**src/rtl/multicore_dispatch_unit.sv**
```systemverilog
// Purpose : in-order dispatch of ALU requests to NUM_CORES ALU cores plus one LFSR "random" core.
// Latency : request accepted at edge k into an idle unit -> result valid after edge k+1; 1 result/cycle.
// Backpressure: out_ready low holds the result register, FIFO fills, then in_ready drops.
//
// Ports:
//   clk, rst_n                         clock, async active-low reset
//   in_valid/in_ready + in_core_id/in_op/in_op1/in_op2   request front end
//   out_valid/out_ready + out_core_id/out_data/out_carry/out_err   result port
//   rd_core_id -> rd_data              combinational readback of a core's last result
//   fifo_count                         input FIFO occupancy

// Generic single-clock FIFO used by the dispatch front end.
// Latency: push visible at pop_dat the cycle after the push edge; pop_dat is head-of-queue (show-ahead).
// Backpressure: caller must not push while full nor pop while empty.
module sync_fifo #(
  parameter int WIDTH = 8,
  parameter int DEPTH = 4
) (
  input  logic                       clk,
  input  logic                       rst_n,
  input  logic                       push,
  input  logic [WIDTH-1:0]           push_dat,
  input  logic                       pop,
  output logic [WIDTH-1:0]           pop_dat,
  output logic [$clog2(DEPTH):0]     count,
  output logic                       full,
  output logic                       empty
);
  localparam int PTR_W = $clog2(DEPTH);
  localparam int CNT_W = PTR_W + 1;
  localparam logic [CNT_W-1:0] DEPTH_C = CNT_W'(DEPTH);

  logic [WIDTH-1:0] mem [DEPTH];
  logic [PTR_W-1:0] wr_ptr;
  logic [PTR_W-1:0] rd_ptr;

  // DEPTH is a power of two, so pointer overflow is the modulo wrap.
  always_ff @(posedge clk or negedge rst_n) begin
    if (!rst_n) begin
      wr_ptr <= '0;
      rd_ptr <= '0;
      count  <= '0;
    end else begin
      if (push) wr_ptr <= wr_ptr + 1'b1;
      if (pop)  rd_ptr <= rd_ptr + 1'b1;
      case ({push, pop})
        2'b10:   count <= count + 1'b1;
        2'b01:   count <= count - 1'b1;
        default: count <= count;
      endcase
    end
  end

  // Storage needs no reset: entries are only read once the count says they are valid.
  always_ff @(posedge clk) begin
    if (push) mem[wr_ptr] <= push_dat;
  end

  assign pop_dat = mem[rd_ptr];
  assign full    = (count == DEPTH_C);
  assign empty   = (count == '0);
endmodule

module multicore_dispatch_unit #(
  parameter int              NUM_CORES  = 8,
  parameter int              DATA_W     = 8,
  parameter int              FIFO_DEPTH = 4,
  parameter logic [15:0]     LFSR_SEED  = 16'hACE1,
  parameter int              ID_W       = 4
) (
  input  logic                          clk,
  input  logic                          rst_n,
  input  logic                          in_valid,
  output logic                          in_ready,
  input  logic [ID_W-1:0]               in_core_id,
  input  logic [2:0]                    in_op,
  input  logic [DATA_W-1:0]             in_op1,
  input  logic [DATA_W-1:0]             in_op2,
  output logic                          out_valid,
  input  logic                          out_ready,
  output logic [ID_W-1:0]               out_core_id,
  output logic [DATA_W-1:0]             out_data,
  output logic                          out_carry,
  output logic                          out_err,
  input  logic [ID_W-1:0]               rd_core_id,
  output logic [DATA_W-1:0]             rd_data,
  output logic [$clog2(FIFO_DEPTH):0]   fifo_count
);
  localparam logic [ID_W-1:0] SPECIAL_ID = ID_W'(NUM_CORES);

  localparam logic [2:0] OP_ADD = 3'd0;
  localparam logic [2:0] OP_AND = 3'd1;
  localparam logic [2:0] OP_OR  = 3'd2;
  localparam logic [2:0] OP_NOT = 3'd3;
  localparam logic [2:0] OP_SUB = 3'd4;
  localparam logic [2:0] OP_XOR = 3'd5;

  typedef struct packed {
    logic [ID_W-1:0]   core_id;
    logic [2:0]        op;
    logic [DATA_W-1:0] op1;
    logic [DATA_W-1:0] op2;
  } req_t;

  // ---------------------------------------------------------------------------
  // Input FIFO
  // ---------------------------------------------------------------------------
  req_t in_req;
  req_t head;
  logic fifo_full;
  logic fifo_empty;
  logic push;
  logic issue;

  assign in_req   = '{core_id: in_core_id, op: in_op, op1: in_op1, op2: in_op2};
  assign in_ready = !fifo_full;
  assign push     = in_valid && in_ready;
  // Pop whenever the result register is free or being drained this cycle.
  assign issue    = !fifo_empty && (!out_valid || out_ready);

  sync_fifo #(
    .WIDTH (($bits(req_t))),
    .DEPTH (FIFO_DEPTH)
  ) u_req_fifo (
    .clk      (clk),
    .rst_n    (rst_n),
    .push     (push),
    .push_dat (in_req),
    .pop      (issue),
    .pop_dat  (head),
    .count    (fifo_count),
    .full     (fifo_full),
    .empty    (fifo_empty)
  );

  // ---------------------------------------------------------------------------
  // Special core LFSR: free-running from reset, independent of traffic
  // ---------------------------------------------------------------------------
  logic [15:0] lfsr;

  always_ff @(posedge clk or negedge rst_n) begin
    if (!rst_n) lfsr <= LFSR_SEED;
    else        lfsr <= {lfsr[14:0], lfsr[15] ^ lfsr[13] ^ lfsr[12] ^ lfsr[10]};
  end

  // ---------------------------------------------------------------------------
  // Execute the head entry (combinational, captured at the pop edge)
  // ---------------------------------------------------------------------------
  logic [DATA_W:0]   sum_ext;
  logic [DATA_W:0]   diff_ext;
  logic [DATA_W-1:0] res_data;
  logic              res_carry;
  logic              res_err;
  logic              res_wr;

  assign sum_ext  = {1'b0, head.op1} + {1'b0, head.op2};
  // The top bit of the extended difference is the borrow, i.e. op1 < op2.
  assign diff_ext = {1'b0, head.op1} - {1'b0, head.op2};

  always_comb begin
    res_data  = '0;
    res_carry = 1'b0;
    res_err   = 1'b0;
    res_wr    = 1'b0;
    if (head.core_id > SPECIAL_ID) begin
      res_err = 1'b1;
    end else if (head.core_id == SPECIAL_ID) begin
      // The special core ignores op and operands, so reserved ops are not an error here.
      res_data = {{(DATA_W-1){1'b0}}, lfsr[0]};
      res_wr   = 1'b1;
    end else begin
      res_wr = 1'b1;
      case (head.op)
        OP_ADD: begin
          res_data  = sum_ext[DATA_W-1:0];
          res_carry = sum_ext[DATA_W];
        end
        OP_AND: res_data = head.op1 & head.op2;
        OP_OR:  res_data = head.op1 | head.op2;
        OP_NOT: res_data = ~head.op1;
        OP_SUB: begin
          res_data  = diff_ext[DATA_W-1:0];
          res_carry = diff_ext[DATA_W];
        end
        OP_XOR: res_data = head.op1 ^ head.op2;
        default: begin
          res_err = 1'b1;
          res_wr  = 1'b0;
        end
      endcase
    end
  end

  // ---------------------------------------------------------------------------
  // Result register / output port
  // ---------------------------------------------------------------------------
  always_ff @(posedge clk or negedge rst_n) begin
    if (!rst_n) begin
      out_valid   <= 1'b0;
      out_core_id <= '0;
      out_data    <= '0;
      out_carry   <= 1'b0;
      out_err     <= 1'b0;
    end else if (issue) begin
      out_valid   <= 1'b1;
      out_core_id <= head.core_id;
      out_data    <= res_data;
      out_carry   <= res_carry;
      out_err     <= res_err;
    end else if (out_ready) begin
      out_valid   <= 1'b0;
    end
  end

  // ---------------------------------------------------------------------------
  // Per-core last-result registers (index NUM_CORES is the special core)
  // ---------------------------------------------------------------------------
  logic [DATA_W-1:0] core_res [NUM_CORES+1];

  always_ff @(posedge clk or negedge rst_n) begin
    if (!rst_n) begin
      for (int i = 0; i <= NUM_CORES; i++) core_res[i] <= '0;
    end else if (issue && res_wr) begin
      for (int i = 0; i <= NUM_CORES; i++) begin
        if (head.core_id == ID_W'(i)) core_res[i] <= res_data;
      end
    end
  end

  // Out-of-range selects match no entry and read back as zero.
  always_comb begin
    rd_data = '0;
    for (int i = 0; i <= NUM_CORES; i++) begin
      if (rd_core_id == ID_W'(i)) rd_data = core_res[i];
    end
  end
endmodule

```
**config.mk**
```make
export PLATFORM = sky130hd
export DESIGN_NAME = multicore_dispatch_unit
export DESIGN_NICKNAME = d
export VERILOG_FILES = /design/src/rtl/multicore_dispatch_unit.sv
export SDC_FILE = /design/constraint.sdc
export NUM_CORES = 1
export LEC_CHECK = 0
export ABC_AREA = 1
export BUFFER_PORTS_ARGS = -buffer_cell sky130_fd_sc_hd__buf_2
export CORE_MARGIN = 4
export CORE_UTILIZATION = 24
export CTS_BUF_LIST = sky130_fd_sc_hd__clkbuf_4 sky130_fd_sc_hd__clkbuf_8
export CTS_CLUSTER_SIZE = 30
export DETAILED_ROUTE_END_ITERATION = 12
export GPL_ROUTABILITY_DRIVEN = 0
export GPL_TIMING_DRIVEN = 0
export PLACE_DENSITY = 0.36
export SLEW_MARGIN = 20
export SYNTH_ARGS = -nofsm -noshare
export SYNTH_HDL_FRONTEND = slang
export SYNTH_SLANG_ARGS = --single-unit
```
**constraint.sdc**
```tcl
create_clock -name clk -period 2.75 [get_ports clk]
set_input_delay 0.55 -clock clk [delete_from_list [all_inputs] [get_ports clk]]
set_output_delay 0.55 -clock clk [all_outputs]
set_load 0.02 [all_outputs]
```
==> results_dict.tcl <==
set metrics [dict create \
    cp_common_cell "nand2_1" \
    skew_ns 0.0279 \
    synth_edf_count 92 \
    worstPathCellList "buf_6, buf_8, buf_8, buf_12, a21oi_4, a32oi_4, ha_4, fa_2, inv_2, nand2_2, nand2_1, nand2_1, nand2_1, nand2_1, nand3_2, nand2_2, nor2_4, buf_12, nand2_8, nand3_2, nand2_1" \
    setup_viol 53 \
    first_iter_violations 460 \
    status "finished, violations left" \
    worst_path_max_delay_cell "dfrtp_2" \
    drive_above_1_share_pct 33.3 \
    synth-xor-area-share_pct 0.987 \
    crit_path_max_incr_delay_ns 0.43 \
    via_count 7872 \
    clock_sinks 202 \
    finalWirelength_um 31400 \
    yosys_warnings 0 \
    synth_compound_area_share_pct 5.92 \
    vias_per_cell 4.46 \
    grt_util_all_layers_pct 14.3 \
    path_clk_slew_ns 0.06 \
    tightest_slew_ns 0.884 \
    muxShareOfSynthArea_pct 0 \
    clk_latency_ns 0.57 \
    io_pins 58 \
    initial_utilization_pct 24.4 \
    period_minus_slack_ns 3.00 \
    avgRoutedWirePerCell_um 17.8 \
    fin_crit_sh_pct 109 \
    drc_errors 0 \
    dp.cells 1644 \
    cp_data_required_time_ns 3.20 \
    gr-total-overflow 0 \
    cp_max_fo 5 \
    synth_top_family_by_area "simple AND/OR/NAND/NOR gates" \
    syn_inst 1057 \
    slew_headroom_pct 41.1 \
    crit_path_start_kind "flop" \
    postRouteAntennaNets 0 \
    max_freq_mhz 334 \
    netlist_area_um2 9770 \
    hold_violations 0 \
    grt_max_degree 69 \
    htree_levels 2 \
    end_kind "flop" \
    violations "setup timing" \
    async_reset_ff_share_pct 54.5 \
    min-delay-path-class "in -> reg" \
    fp.dieW_um 210 \
    diodes 0 \
    setup_ws_ns -0.246 \
    grt_pass1_vias 8122 \
    cts_buffers 39 \
    dieArea_um2 44000 \
    root_buffer "clkbuf_8" \
    die_h_um 210 \
    antenna_found_initial 0 \
    area_delta_synth_final_pct 37.5 \
    dp_hpwl_um 19600 \
    arrival_ns 3.45 \
    criticalPathCategory "reg -> reg" \
    critPathTopFamily "simple AND/OR/NAND/NOR gates" \
    path_buf_inv 6 \
    detail_route.first_pass.iterations 5 \
    yosysUniqueCellTypes 41 \
    final_cells 1764 \
    yosys.area_share.simple_pct 26.8 \
    io_buffers 57 \
    cts_max_path_buffers 3 \
    grt_pass1_wl_um 48200 \
    ys.flop_type "dfrtp_1" \
    rows 73 \
    maxCapViolCount 0 \
    tritoncts "done" \
    nets 1283 \
    synth_area_per_cell_um2 9.24 \
    synth_nets 1120 \
    yosys.area_share.adder_pct 4.33 \
    ys_seq_area_share_pct 56.6 \
    fillCellCount 4163 \
    core_area_um2 40000 \
    rsz0062_at_grt "yes" \
    slew_viol_final 0 \
    ys_ff_latch 202 \
]
flip-flops by register name (all words and copies together), names as in the netlist:
signal and count:
u_req_fifo.mem 92, core_res 72, out_core_id 4, out_valid 1, out_data 8, u_req_fifo.rd_ptr 2, out_carry 1, out_err 1
u_req_fifo.count 3, lfsr 16, u_req_fifo.wr_ptr 2
cell families (layout without fill, tap and decap cells):
kind of cell               Yosys count  in the layout
adders and majority gates           32             32
and+or+nand+nor                    585            592
buffers and inverters              126            301
DFF                                202            202
AOI/OAI and AO/OA                  101            101
xor gates and xnor gates            11             11
area by class of cell:
class	count	area (um^2)	area share (%)
Timing Repair Buffer	118	1020	7.60
Clock buffer	52	659	4.91
Sequential cell	202	5530	41.2
Tap cell	525	657	4.89
Clock inverter	8	86.3	0.643
Multi-Input combinational cell	736	4800	35.8
Buffer	23	265	1.98
Inverter	100	408	3.04
per-layer routing:
metal	up-vias	global-route usage [%]	wire [um]
li1	3821	-	-
met1	3839	18.8	14300
met2	157	23.5	15000
met3	55	2.54	1200
met4	0	5.29	873
met5	-	0	0
cells in the mapped netlist, types with 9 or more instances:
| cell type | number | area share [%] |
|---|---|---|
| a32oi_1 | 10 | 0.90 |
| o21ai_0 | 27 | 1.4 |
| edfxtp_1 | 92 | 28 |
| a21oi_1 | 44 | 2.3 |
| nor2_1 | 63 | 2.4 |
| nand4_1 | 16 | 1.0 |
| ha_1 | 29 | 3.7 |
| clkbuf_1 | 9 | 0.35 |
| inv_1 | 86 | 3.3 |
| nand3_1 | 109 | 5.6 |
| nand2_2 | 10 | 0.64 |
| nand2_1 | 364 | 14 |
| inv_2 | 12 | 0.46 |
| dfrtp_1 | 102 | 26 |
worst paths after layout:
kind | from | to | slack [ns] | cells past startpoint
max | u_req_fifo.rd_ptr[0] | core_res[12] | -0.25 | 21
min | out_ready | out_valid | 0.18 | 2
max reg2reg | u_req_fifo.rd_ptr[0] | core_res[12] | -0.25 | 21
min reg2reg | lfsr[6] | lfsr[7] | 0.35 | 0
max in group asynchronous | rst_n | u_req_fifo.rd_ptr[0] | 1.52 | 3
min in group asynchronous | rst_n | core_res[71] | 0.48 | 2
through the flow:
stage / worst slack [ns] / cell area, um^2 / utilization (%) / setup TNS [ns] / hold WS [ns]
after global routing: -0.375 / 13400 / 33.6 / -14.54 / 0.162
after CTS: -0.234 / 12900 / 32.3 / -9.03 / 0.133
after global placement: -1.10 / 10700 / 26.8 / -166.80 / 0.334
after detailed placement: -1.09 / 10900 / 27.2 / -63.35 / 0.336
after floorplan: 0.00717 / 9790 / - / 0 / 0.254
final: -0.246 / 13400 / 33.6 / -6.63 / 0.179
what timing repair did:
item / in CTS / in global routing
buffers inserted: 33 / 23
gates cloned: 7 / 1
endpoints found under the setup margin: 82 / 74
pin swaps: 50 / 67
gates resized for setup: 179 / 85
hold buffers: 1 / 0
endpoints found under the hold margin: 34 / 0
cells in the final DEF (no fill, tap or decap), drive strengths merged, types with 16 or more instances in the layout:
cell type    n
nand2      381
buf        133
nand3      117
dfrtp      102
inv         97
edfxtp      92
nor2        73
clkbuf      59
a21oi       44
o21ai       35
ha          29
nand4       16
worst reg2reg max path, cell delays in order, from the launching register on:
cell and delay, ns:
dfrtp_2 0.43, buf_6 0.13, buf_8 0.12, buf_8 0.13, buf_12 0.14, a21oi_4 0.13
a32oi_4 0.10, ha_4 0.22, fa_2 0.39, inv_2 0.09, nand2_2 0.05, nand2_1 0.05
nand2_1 0.06, nand2_1 0.06, nand2_1 0.07, nand3_2 0.08, nand2_2 0.07, nor2_4 0.21
buf_12 0.15, nand2_8 0.08, nand3_2 0.06, nand2_1 0.06
Power is not shown: default switching activity piles up to over one toggle a cycle in this logic, so the estimate is an artifact.
